--- config.mk ---
export PLATFORM = sky130hd
export DESIGN_NAME = muldiv_unit
export DESIGN_NICKNAME = d
export VERILOG_FILES = /design/src/rtl/muldiv_pkg.sv /design/src/rtl/muldiv_step.sv /design/src/rtl/muldiv_unit.sv
export SDC_FILE = /design/constraint.sdc
export NUM_CORES = 1
export LEC_CHECK = 0
export CORE_MARGIN = 4
export CORE_UTILIZATION = 53
export DETAILED_ROUTE_END_ITERATION = 6
export PLACE_DENSITY = 0.79
export SLEW_MARGIN = 20
export SYNTH_ARGS = -nofsm -noshare
export SYNTH_HDL_FRONTEND = slang
export SYNTH_HIERARCHICAL = 1
export SYNTH_SLANG_ARGS = --single-unit
export TNS_END_PERCENT = 30
--- constraint.sdc ---
create_clock -name clk -period 6.5 [get_ports clk]
set_clock_uncertainty 0.05 [all_clocks]
set_input_delay 1.95 -clock clk [delete_from_list [all_inputs] [get_ports clk]]
set_output_delay 1.95 -clock clk [all_outputs]
set_load 0.01 [all_outputs]
--- src/rtl/muldiv_pkg.sv ---
// muldiv_pkg: op codes, FSM states and sign helper shared by the multiply/divide unit
package muldiv_pkg;
    localparam logic [1:0] OP_MULTU = 2'b00;
    localparam logic [1:0] OP_MULT  = 2'b01;
    localparam logic [1:0] OP_DIVU  = 2'b10;
    localparam logic [1:0] OP_DIV   = 2'b11;
    localparam int XW = 128;
    typedef enum logic [1:0] {IDLE, RUN, FIX, DONE} state_t;
    // Wide enough for a 2*WIDTH product with WIDTH up to 64; callers size-cast the result.
    function automatic logic [XW-1:0] cond_neg(input logic [XW-1:0] v, input logic neg);
        return neg ? ~v + XW'(1) : v;
    endfunction
endpackage

--- src/rtl/muldiv_step.sv ---
// muldiv_step: one shift-add multiply or restoring-divide iteration on unsigned magnitudes
// ports: div selects divide; acc/q are the partial remainder-or-product halves, mcand the
//        multiplicand or divisor; acc_n/q_n are the values after one step
module muldiv_step #(
    parameter int WIDTH = 32
) (
    input  logic             div,
    input  logic [WIDTH-1:0] acc,
    input  logic [WIDTH-1:0] q,
    input  logic [WIDTH-1:0] mcand,
    output logic [WIDTH-1:0] acc_n,
    output logic [WIDTH-1:0] q_n
);
    logic [WIDTH:0] sum, t, diff;
    // Divide: diff[WIDTH] is the borrow; the partial remainder is always below 2^WIDTH,
    // so even a zero divisor never sets it and the quotient fills with ones.
    always_comb begin
        sum   = {1'b0, acc} + {1'b0, mcand};
        t     = {acc, q[WIDTH-1]};
        diff  = t - {1'b0, mcand};
        acc_n = div ? (diff[WIDTH] ? t[WIDTH-1:0] : diff[WIDTH-1:0])
                    : (q[0] ? sum[WIDTH:1] : {1'b0, acc[WIDTH-1:1]});
        q_n   = div ? {q[WIDTH-2:0], ~diff[WIDTH]}
                    : {(q[0] ? sum[0] : acc[0]), q[WIDTH-1:1]};
    end
endmodule

--- src/rtl/muldiv_unit.sv ---
// muldiv_unit: iterative MIPS-style MULT/MULTU/DIV/DIVU with HI/LO, one result bit per cycle
// ports: clk, reset (async, active-high); start/op/src_a/src_b launch an op in IDLE or DONE;
//        hi_we/lo_we/wdata write HI/LO while not busy; busy, done pulse, div_zero; hi/lo results
module muldiv_unit
    import muldiv_pkg::*;
#(
    parameter int WIDTH = 32,
    localparam int CNT_W = $clog2(WIDTH) + 1
) (
    input  logic             clk,
    input  logic             reset,
    input  logic             start,
    input  logic [1:0]       op,
    input  logic [WIDTH-1:0] src_a,
    input  logic [WIDTH-1:0] src_b,
    input  logic             hi_we,
    input  logic             lo_we,
    input  logic [WIDTH-1:0] wdata,
    output logic             busy,
    output logic             done,
    output logic             div_zero,
    output logic [WIDTH-1:0] hi,
    output logic [WIDTH-1:0] lo
);
    state_t state, state_n;
    logic [CNT_W-1:0] cnt;
    logic is_div_r, sign_p, sign_r, is_sgn, is_div, sign_a, sign_b, last, accept;
    logic [WIDTH-1:0] acc, q, mcand, acc_n, q_n, a_mag, b_mag, quot, rem;
    logic [2*WIDTH-1:0] prod;
    assign is_sgn = op == OP_MULT || op == OP_DIV;
    assign is_div = op == OP_DIVU || op == OP_DIV;
    assign sign_a = is_sgn & src_a[WIDTH-1];
    assign sign_b = is_sgn & src_b[WIDTH-1];
    assign a_mag  = WIDTH'(cond_neg(XW'(src_a), sign_a));
    assign b_mag  = WIDTH'(cond_neg(XW'(src_b), sign_b));
    assign prod   = (2*WIDTH)'(cond_neg(XW'({acc, q}), sign_p));
    assign quot   = WIDTH'(cond_neg(XW'(q), sign_p));
    assign rem    = WIDTH'(cond_neg(XW'(acc), sign_r));
    assign last   = cnt == CNT_W'(WIDTH - 1);
    muldiv_step #(.WIDTH(WIDTH)) u_step (
        .div   (is_div_r),
        .acc   (acc),
        .q     (q),
        .mcand (mcand),
        .acc_n (acc_n),
        .q_n   (q_n)
    );
    always_ff @(posedge clk or posedge reset) begin
        if (reset) state <= IDLE;
        else       state <= state_n;
    end
    always_comb begin
        state_n = state;
        case (state)
            IDLE:    state_n = start ? RUN : IDLE;
            RUN:     state_n = last ? FIX : RUN;
            FIX:     state_n = DONE;
            DONE:    state_n = start ? RUN : IDLE;
            default: state_n = IDLE;
        endcase
        busy   = state == RUN || state == FIX;
        done   = state == DONE;
        accept = start && !busy;
    end
    // Multiply keeps the multiplier in q and the multiplicand in mcand; divide keeps the
    // dividend in q and the divisor in mcand. A zero divisor leaves |src_a| in acc, which the
    // remainder sign fix turns back into src_a exactly.
    always_ff @(posedge clk or posedge reset) begin
        if (reset) begin
            cnt      <= '0;
            is_div_r <= 1'b0;
            sign_p   <= 1'b0;
            sign_r   <= 1'b0;
            acc      <= '0;
            q        <= '0;
            mcand    <= '0;
            div_zero <= 1'b0;
            hi       <= '0;
            lo       <= '0;
        end else if (accept) begin
            cnt      <= '0;
            is_div_r <= is_div;
            sign_p   <= sign_a ^ sign_b;
            sign_r   <= sign_a;
            acc      <= '0;
            q        <= is_div ? a_mag : b_mag;
            mcand    <= is_div ? b_mag : a_mag;
            div_zero <= 1'b0;
        end else if (state == RUN) begin
            cnt <= cnt + CNT_W'(1);
            acc <= acc_n;
            q   <= q_n;
        end else if (state == FIX) begin
            hi       <= is_div_r ? rem : prod[2*WIDTH-1:WIDTH];
            lo       <= is_div_r ? (mcand == '0 ? '1 : quot) : prod[WIDTH-1:0];
            div_zero <= is_div_r && mcand == '0;
        end else begin
            if (hi_we) hi <= wdata;
            if (lo_we) lo <= wdata;
        end
    end
endmodule

==> summary.md <==
| Metric | Value |
|---|---|
| DP Cell Count | `2446` |
| Post-Synth XOR/XNOR Area | `0.09628` |
| Combinational power share | `0.644` |
| Final Hold Fails | `0` |
| Ports | `170` |
| Placed Area | `17720 sq um` |
| H-tree depth | `4` |
| Leading area contributor after synthesis | `dfrtp_1` |
| Largest net degree at the start of global routing | `173` |
| Synth Area per Inst | `7.962 sq um` |
| Status | `complete, no violations` |
| Setup WS pre-CTS | `1.663 ns` |
| Yosys reg bits | `172` |
| Drt drc | `0` |
| Rows | `63` |
| Unrepaired setup endpoints after global routing | `false` |
| P_sw | `4.999 mW` |
| IO Port Bufs | `169` |
| Top cell type's share of synthesized area | `0.2719` |
| Adder-Cell Fraction of Synth Area | `0.05945` |
| Worst hold endpoint | `lo[14]$_DFFE_PP0P_` |
| Clock power share | `0.111` |
| Post-DRT Antenna Nets | `0` |
| Synth Area in Simple Gates | `0.2042` |
| Clk sinks | `172` |
| Total Wirelength | `54.57 mm` |
| Fmax | `0.2260 GHz` |
| Hold/Removal Path Class | `register to register` |
| GPL Wtd Cong | `1.041` |
| Complex-gate fraction of the synthesized area | `0.2541` |
| Post-CTS Setup Bufs | `0` |
| Die area | `32690 sq um` |
| TritonCTS clock tree | `done` |
| Number of global-route vias before repair | `14932` |
| Drt first-iter violations | `2278` |
| Top FF cell, synth | `dfrtp_1` |
| Drt pass-1 iters | `7` |
| All-Layer GR Usage | `0.3199` |
| Seq pwr share | `0.244` |
| Worst Path Arrival | `4.74 ns` |
| Max_cap viols | `0` |
| Pwr Density | `534.9 nW/um^2` |
| Clock Latency Late Sink | `0.45 ns` |
| Layout Nets | `2253` |
| Die span in x | `180.8 um` |
| Worst-path clk slew | `0.08 ns` |
| Crit path time final | `4.425 ns` |
| YS warnings | `6` |
| Post-synth EDFFs | `0` |
| CP Capture Type | `register` |
| Worst reg2reg setup slack | `2.15 ns` |
| Largest family of logic cells by synthesized area | `compound AO/OA/AOI/OAI gates` |
| Post_cts resized | `0` |
| Worst setup margin | `2.075 ns` |
| CP Max Fanout | `5` |
| Worst-Margin Slew | `1.116 ns` |
| Hold_buf cts | `0` |
| Final setup TNS | `0 ns` |
| Final HPWL DP | `41.52 mm` |
| Register area share after synthesis | `0.2719` |
| Number of distinct library cells after synthesis | `87` |
| Vias | `16335` |
| Area Growth Syn to Fin | `16.05%` |
| Starting Density | `0.5354` |
| Routed len/inst | `22.01 um` |
| Setup violators final | `0` |
| Synth top area cells | `dfrtp_1 (27%), xnor2_1 (5.9%), ha_1 (5.7%)` |
| Cell area after synthesis | `15830 sq um` |
| CTS Buf Count | `17` |
| Net Sw Frac | `0.5088` |
| Reg2Reg Depth | `15` |
| Max-slew violations | `0` |
| Global route total overflow | `0` |
| Clock Path Buffers | `2` |
| Crit path kind | `input port to register` |
| Mux cell area share after synthesis | `0.07059` |
| Share of layout cells above drive strength 1 | `0.05936` |
| CTS root buf | `clkbuf_16` |
| Core footprint | `29560 sq um` |
| HP Start | `lo[14]$_DFFE_PP0P_` |
| Slew HR | `0.2560` |
| Hold Path Cell Cnt | `2` |
| Crit start category | `input port` |
| Antenna violations before repair | `0` |
| Async SR Flop Fraction | `1.000` |
| Finished Layout Cells | `2479` |
| Syn_nets | `2165` |
| Design Area, Final | `18370 sq um` |
| CP Data Required Time | `6.81 ns` |
| Cells after Synth | `1988` |
| Global-route wire length before repair | `85.16 mm` |
| Max VDD drop | `0.2713 mV` |
| RR Startpoint | `q[31]$_DFFE_PP0N_` |
| Worst reg2reg path endpoint | `acc[6]$_DFFE_PP0N_` |
| Final worst-path cycle share | `0.6808` |
| Via density | `6.589` |
| Cell internal pwr | `4.826 mW` |
| Die Y | `180.8 um` |
| Diode count | `0` |
| Lkg Pwr | `7.695 nW` |
placed cells by master, fill, tap and decap left out, types with 19 or more instances in the layout:
cell and count:
or3_1 25, mux2_2 37, xor2_1 63, nor4_1 24, o31ai_1 25, nor2_1 180
dfrtp_1 170, xnor2_1 106, nor3_1 47, clkdlybuf4s50_1 169, o22ai_1 35, nand2_1 232
a31oi_1 51, a211oi_1 41, nand3_1 26, inv_1 57, o21ai_0 128, nand2b_1 22
a21oi_1 126, mux2i_1 70, o221ai_1 21, o211ai_1 19, ha_1 70, nor2b_1 27
a21o_1 39
sequential cells by signal, summed over array words and instances, names as in the netlist:
signal	flops
div_zero	1
hi	32
is_div_r	1
state	2
cnt	6
acc	32
sign_p	1
lo	32
mcand	32
q	32
sign_r	1
worst max-delay path: stages:
cell and delay, ns:
clkdlybuf4s50_1 0.50, or4_1 0.60, or3_1 0.39, or4_1 0.54, nor2_2 0.26, o21ai_1 0.08, and3_1 0.20, o31ai_1 0.21
routing by layer:
layer,global-route usage,vias up,share of wire
li1,-,7506,-
met1,0.4623,7692,0.43
met2,0.4727,1008,0.43
met3,0.06000,129,0.10
met4,0.1286,0,0.042
met5,0,-,0
power groups by stage:
stage               Combinational (mW)  Sequential [mW]  Clock [mW]
global placement                  5.97             2.36           0
floorplan                         4.64             2.03           0
global route                      6.88             2.44        1.14
detailed placement                6.08             2.37           0
finish                            6.33             2.40        1.09
CTS                               6.11             2.35        1.10
cells in the mapped netlist (all sizes together) (9+ instances only):
master,n
nand3,26
or4,19
xor2,64
buf,21
dfrtp,172
inv,60
a31oi,51
mux2,37
ha,72
nor3,47
a211oi,41
clkbuf,96
mux2i,70
and3,11
nor2,182
o41ai,13
a21o,39
o22ai,35
a21oi,126
a22oi,9
and2,11
or3,25
o221ai,21
nand2b,22
nand4,15
a221oi,16
o31ai,25
xnor2,107
o21ai,147
nor2b,27
nor4,27
nand2,233
o211ai,19
layout make-up:
| type | count | area [sq um] |
|---|---|---|
| Clock buffer | 17 | 425.4 |
| Clock inverter | 15 | 195.2 |
| Fill cell | 2630 | 11190 |
| Inverter | 60 | 229.0 |
| Multi-Input combinational cell | 1639 | 10870 |
| Sequential cell | 172 | 4309 |
| Tap cell | 390 | 488.0 |
| Timing Repair Buffer | 186 | 1852 |
per-stage QoR:
stage          hold WS (ns)  power (mW)  utilization
2_1_floorplan        0.4382       6.672            -
3_3_place_gp         0.4131       8.327       0.5995
3_5_place_dp         0.4206       8.451       0.5995
4_1_cts              0.4375       9.560       0.6204
5_1_grt              0.4457       10.47       0.6214
6_report             0.4346       9.826       0.6214
logic make-up after synthesis:
| group | Yosys count |
|---|---|
| adder cells (fa/ha/maj) | 74 |
| multiplexers | 107 |
| AO/OA/AOI/OAI | 614 |
| AND/OR/NAND/NOR | 673 |
| flip-flops | 172 |
| XOR/XNOR | 171 |
| buffers and inverters | 177 |
worst max-delay path by stage:
stage	startpoint	slack (ns)	end	cells past startpoint
2_1_floorplan	reset	2.30	acc[0]$_DFFE_PP0N_	1
6_report	src_b[16]	2.07	mcand[29]$_DFFE_PP0P_	8
5_1_grt	src_a[8]	1.91	q[30]$_DFFE_PP0N_	8
3_5_place_dp	src_b[16]	1.66	mcand[29]$_DFFE_PP0P_	8
4_1_cts	q[31]$_DFFE_PP0N_	2.03	acc[16]$_DFFE_PP0N_	14
3_3_place_gp	src_b[6]	1.70	mcand[29]$_DFFE_PP0P_	8
(Power assumes the default switching activity.)
==> variant 1 (same settings) <==
Encoding of `state_t`: now one-hot (4 bits for 4 states).
--- a/src/rtl/muldiv_pkg.sv
+++ b/src/rtl/muldiv_pkg.sv
@@ -5,7 +5,7 @@
     localparam logic [1:0] OP_DIVU  = 2'b10;
     localparam logic [1:0] OP_DIV   = 2'b11;
     localparam int XW = 128;
-    typedef enum logic [1:0] {IDLE, RUN, FIX, DONE} state_t;
+    typedef enum logic [3:0] {IDLE = 4'b0001, RUN = 4'b0010, FIX = 4'b0100, DONE = 4'b1000} state_t;
     // Wide enough for a 2*WIDTH product with WIDTH up to 64; callers size-cast the result.
     function automatic logic [XW-1:0] cond_neg(input logic [XW-1:0] v, input logic neg);
         return neg ? ~v + XW'(1) : v;
Check against the original RTL: no difference found for any inputs over 4 cycles, from zero or initial values and one cycle with reset high; so few cycles prove little.
==> variant 1 against the original RTL <==
  * Critical endpoint is now acc[12]$_DFFE_PP0N_
  * Worst setup slack worse by 0.21 ns
  * Maximum frequency is 4.6% lower
  * Largest cell class unchanged
  * Synthesized cell count is 2.2% higher
  * Cell area stayed put
  * Sequential cell count is 2 higher
  * Synthesized area is 0.66% higher
  * Total power is 14% lower
  * Hold slack better by 0.0086 ns
  * Largest power group unchanged
  * Critical path depth is 7 higher
  * Wire length is 8.5% higher
==> variant 1: results <==
group,metric,value,unit
run_status,status,"completed",
drt,dr.pass1.iters,6,
power_and_ir_drop,power.static_leakage,7.45,nW
drt,dr_wl_met2,26500,µm
drt,wl_met1,24800,µm
critical_path,cp_slowest_cell,"xnor2_4",
drt,drt-initial-drc-count,1962,
sta,relSlewSlack,0.300,
critical_path,regToRegEndpoint,"acc[12]$_DFFE_PP0N_",
layout,fillers,2703,
logic_synthesis,syn-num-nets,2205,
logic_synthesis,synthTopCellsByCount,"248 x nand2_1, 189 x a21oi_1, 173 x dfrtp_1, 173 x nor2_1, 167 x o21ai_0",
drt,dr_wl_met3,5670,µm
place,port_buffers,169,
place,postPlaceCellArea,17800,µm²
power_and_ir_drop,power_frac_seq,0.255,
logic_synthesis,synth_compound_area_frac,0.271,
hold_path,hold_end,"hi[22]$_DFFE_PP0P_",
logic_synthesis,muxShareOfSynthArea,0.0481,
drt,wl_per_cell,23.4,µm
critical_path,cpLargestDelayFamily,"compound AO/OA/AOI/OAI gates",
sta,setup_viol,0,
global_route,grt_pass1_wl,91900,µm
global_route,use_met3,0.0575,
drt,drtAntennaViolNets,0,
logic_synthesis,syn_inst,2031,
power_and_ir_drop,switching_share,0.512,
place,gp_congestion,0.972,
clock_network,path_clk_slew,0.08,ns
global_route,grt_util_met2,0.544,
layout,final_cells,2527,
place,dp_hpwl,44800,µm
critical_path,arrival,4.90,ns
power_and_ir_drop,ir_drop,221,µV
global_route,met1_usage,0.490,
critical_path,r2r_setup_slack,1.86,ns
hold_path,min_from,"hi[22]$_DFFE_PP0P_",
logic_synthesis,synth_area_leaders,"dfrtp_1 27%, a21oi_1 5.9%, nand2_1 5.8%",
global_route,grt_pass1_vias,15843,
logic_synthesis,ys_seq_area_frac,0.273,
critical_path,cpPeakStageDelay,0.82,ns
logic_synthesis,synthXorXnorAreaFrac,0.0919,
sta,hold_ws,0.443,ns
logic_synthesis,synthAdderAreaFrac,0.0567,
global_route,grt_max_degree,119,
layout,drive_above_1_share,0.0683,
power_and_ir_drop,p_clk,1.05,mW
drt,drt-vias-per-instance,6.67,
layout,nNetsFinal,2298,
critical_path,path_max_fanout,23,
## variant 1: changes by cell type after synthesis, sizes merged, moves of 11 or more
cell	delta
o22a	+24
a31oi	-20
mux2i	-32
xnor2	-29
o21ai	+20
a21oi	+65
xor2	+23
a211oi	-11
nand2	+16
## variant 1: worst max path at each step
stage                      startpoint             endpoint  slack (ns)  cells past startpoint
global placement             src_b[4]    q[25]$_DFFE_PP0N_        1.68                      8
floorplan                       reset   acc[0]$_DFFE_PP0N_        2.28                      1
CTS                 q[31]$_DFFE_PP0N_  acc[12]$_DFFE_PP0N_        1.98                     15
global route        q[31]$_DFFE_PP0N_  acc[12]$_DFFE_PP0N_        1.65                     15
detailed placement           src_b[4]    q[25]$_DFFE_PP0N_        1.56                      8
finish              q[31]$_DFFE_PP0N_  acc[12]$_DFFE_PP0N_        1.86                     15
## variant 1: tightest hold or removal path: stages, from the launching register on
cell	delay, ns
dfrtp_1	0.35
nand2_1	0.05
o221ai_1	0.06
## variant 1: kinds of logic (layout without fill, tap and decap cells)
logic type               Yosys count  in the layout
AO/OA/AOI/OAI                    674            674
AND/OR/NAND/NOR                  688            688
multiplexers                      72             72
flip-flops                       174            174
buffers and inverters            187            293
adder cells (fa/ha/maj)           71             71
XOR/XNOR                         165            165
## variant 1: per-stage QoR
step / power [mW] / utilization
6_report: 8.43 / 0.620
5_1_grt: 8.92 / 0.620
4_1_cts: 8.25 / 0.619
3_5_place_dp: 7.17 / 0.600
3_3_place_gp: 7.10 / 0.600
2_1_floorplan: 5.47 / -
## variant 1: area by class of cell
cell class              instances  share of cell area
well taps                     390              0.0266
inverters                      66              0.0137
multi-input cells            1670               0.588
clock inverters                14             0.00838
flip-flops and latches        174               0.237
repair buffers                195               0.103
clock buffers                  18              0.0234
==> variant 2 (same flow settings) <==
Without the edit above. Reset style: synchronous (`reset`), changed in 2 clocked blocks. Comments in the files are not updated.
--- a/src/rtl/muldiv_unit.sv
+++ b/src/rtl/muldiv_unit.sv
@@ -45,7 +45,7 @@
         .acc_n (acc_n),
         .q_n   (q_n)
     );
-    always_ff @(posedge clk or posedge reset) begin
+    always_ff @(posedge clk) begin
         if (reset) state <= IDLE;
         else       state <= state_n;
     end
@@ -65,7 +65,7 @@
     // Multiply keeps the multiplier in q and the multiplicand in mcand; divide keeps the
     // dividend in q and the divisor in mcand. A zero divisor leaves |src_a| in acc, which the
     // remainder sign fix turns back into src_a exactly.
-    always_ff @(posedge clk or posedge reset) begin
+    always_ff @(posedge clk) begin
         if (reset) begin
             cnt      <= '0;
             is_div_r <= 1'b0;
Function: differs if reset is asserted again (counterexample within 4 cycles, from zero or initial values and one cycle with reset high); with reset held inactive, the same outputs for 4 cycles.
==> variant 2 against the original RTL <==
  * Core utilization rose by 0.14 points
  * Global-route usage rose by 2.0 points
  * Via count rose by 3.7%
  * Worst setup slack got worse by 0.16 ns
  * Cell area fell by 2.4%
  * Synthesized area fell by 1.9%
  * Wire length rose by 4.2%
  * Sequential cell count did not move
  * Count of clock-buffer cells in the layout rose by 1
Power is not compared: it rests on default switching activity, and its combinational part moved more than twofold at a synthesized area within 25%.
==> variant 2: results <==
group,metric,value,unit
logic_synthesis,ys.flop_type,"dfxtp_1",
logic_synthesis,synthTopCellsByCount,"220 x nor2_1, 191 x nand2_1, 172 x dfxtp_1",
place,dp_hpwl,42800,µm
global_route,grt_pass1_vias,15395,
critical_path,cp_slowest_cell,"a21boi_0",
sta,hold_ws,0.409,ns
drt,wirelength,56800,µm
drt,drt-vias-per-instance,6.67,
logic_synthesis,ys_seq_area_frac,0.222,
hold_path,min_from,"hi[12]$_SDFFE_PP0P_",
global_route,antenna_found_initial,1,
critical_path,crit_path_start,"src_b[4]",
sta,setup_viol,0,
critical_path,regToRegEndpoint,"acc[16]$_SDFFE_PP0P_",
critical_path,r2r_setup_slack,1.94,ns
hold_path,hold_depth,1,
drt,drt-initial-drc-count,2223,
logic_synthesis,synth_area_leaders,"dfxtp_1 22%, mux2i_1 5.9%, ha_1 5.8%",
global_route,grt_max_degree,66,
critical_path,path_max_fanout,7,
drt,dr.pass1.iters,5,
global_route,grt_pass1_wl,86400,µm
global_route,grtUsageTotal,0.340,
critical_path,cpPeakStageDelay,0.56,ns
critical_path,arrival,4.83,ns
run_status,status,"completed",
critical_path,reg2reg_from,"q[31]$_SDFFE_PP0P_",
layout,drive_above_1_share,0.0538,
layout,nNetsFinal,2321,
place,gp_congestion,1.00,
clock_network,post-cts-setup-buffers,0,
logic_synthesis,synth.distinct_cells,77,
hold_path,hold_end,"hi[12]$_SDFFE_PP0P_",
clock_network,clk_latency,0.45,ns
logic_synthesis,async_flop_share,0,
sta,tightest_slew,1.05,ns
## variant 2: changes by cell type in the layout (fill, tap and decap cells not counted), moves of 11 or more
cell,unedited run,this run
a211oi_1,41,93
a221oi_1,16,5
dfrtp_1,170,0
dfxtp_1,0,170
mux2i_1,70,91
nand2_1,232,191
nor2_1,180,220
nor3_1,47,61
o21ai_0,128,117
o21ai_1,16,5
o22ai_1,35,19
xnor2_1,106,84
xor2_1,63,80
## variant 2: stage by stage
step / std cells / setup slack, ns / instance area [µm²] / power (mW) / utilization
2_1_floorplan: 2076 / 2.09 / 15500 / 2.05 / -
6_report: 2541 / 1.91 / 17900 / 3.56 / 0.623
4_1_cts: 2541 / 1.96 / 17900 / 3.53 / 0.622
5_1_grt: 2541 / 1.73 / 17900 / 3.72 / 0.623
3_3_place_gp: 2509 / 1.52 / 17300 / 2.45 / 0.601
3_5_place_dp: 2509 / 1.51 / 17300 / 2.47 / 0.601
## variant 2: layout make-up
class	instances	area (µm²)
inverter	68	255
clock inverter	14	166
sequential	172	3450
tap	384	480
fill	2559	10900
multi-input combinational	1698	11300
clock buffer	18	439
timing repair buffer	187	1820
## variant 2: where the power goes
| group | switching (mW) | total (mW) | internal, mW |
|---|---|---|---|
| Clock | 0.537 | 1.07 | 0.532 |
| Sequential | 0.132 | 1.26 | 1.13 |
| Combinational | 0.716 | 1.23 | 0.515 |
## variant 2: critical path: cells and delay by family
| kind | cells | cell delay, ns |
|---|---|---|
| AO/OA/AOI/OAI | 4 | 1.34 |
| buffers and inverters | 2 | 0.72 |
| AND/OR/NAND/NOR | 2 | 0.61 |
| XOR/XNOR | 1 | 0.20 |
## variant 2: per-layer routing
layer / part of all wire / global-route usage / vias up
li1: - / - / 7803
met1: 0.42 / 0.470 / 7957
met2: 0.43 / 0.529 / 1046
met3: 0.11 / 0.0647 / 138
met4: 0.039 / 0.120 / 2
met5: 0.00028 / 0 / -
## variant 2: cells by family (layout without fill, tap and decap cells)
kind of cell	count (synthesis)	in the layout	synth area share
AO/OA/AOI/OAI	626	626	0.270
flip-flops	172	172	0.222
AND/OR/NAND/NOR	704	704	0.215
buffers and inverters	206	287	0.0516
multiplexers	128	128	0.0855
XOR/XNOR	166	166	0.0953
adder cells (fa/ha/maj)	74	74	0.0606
## variant 2: how the worst max path moves through the flow
stage                     slack (ns)                      to  cells past startpoint
after floorplan                 2.09      q[24]$_SDFFE_PP0P_                      7
after global placement          1.52  mcand[24]$_SDFFE_PP0P_                      9
final                           1.91  mcand[24]$_SDFFE_PP0P_                      9
after detailed placement        1.51  mcand[24]$_SDFFE_PP0P_                      9
after global routing            1.73  mcand[24]$_SDFFE_PP0P_                      9
after CTS                       1.96      q[26]$_SDFFE_PP0P_                      9
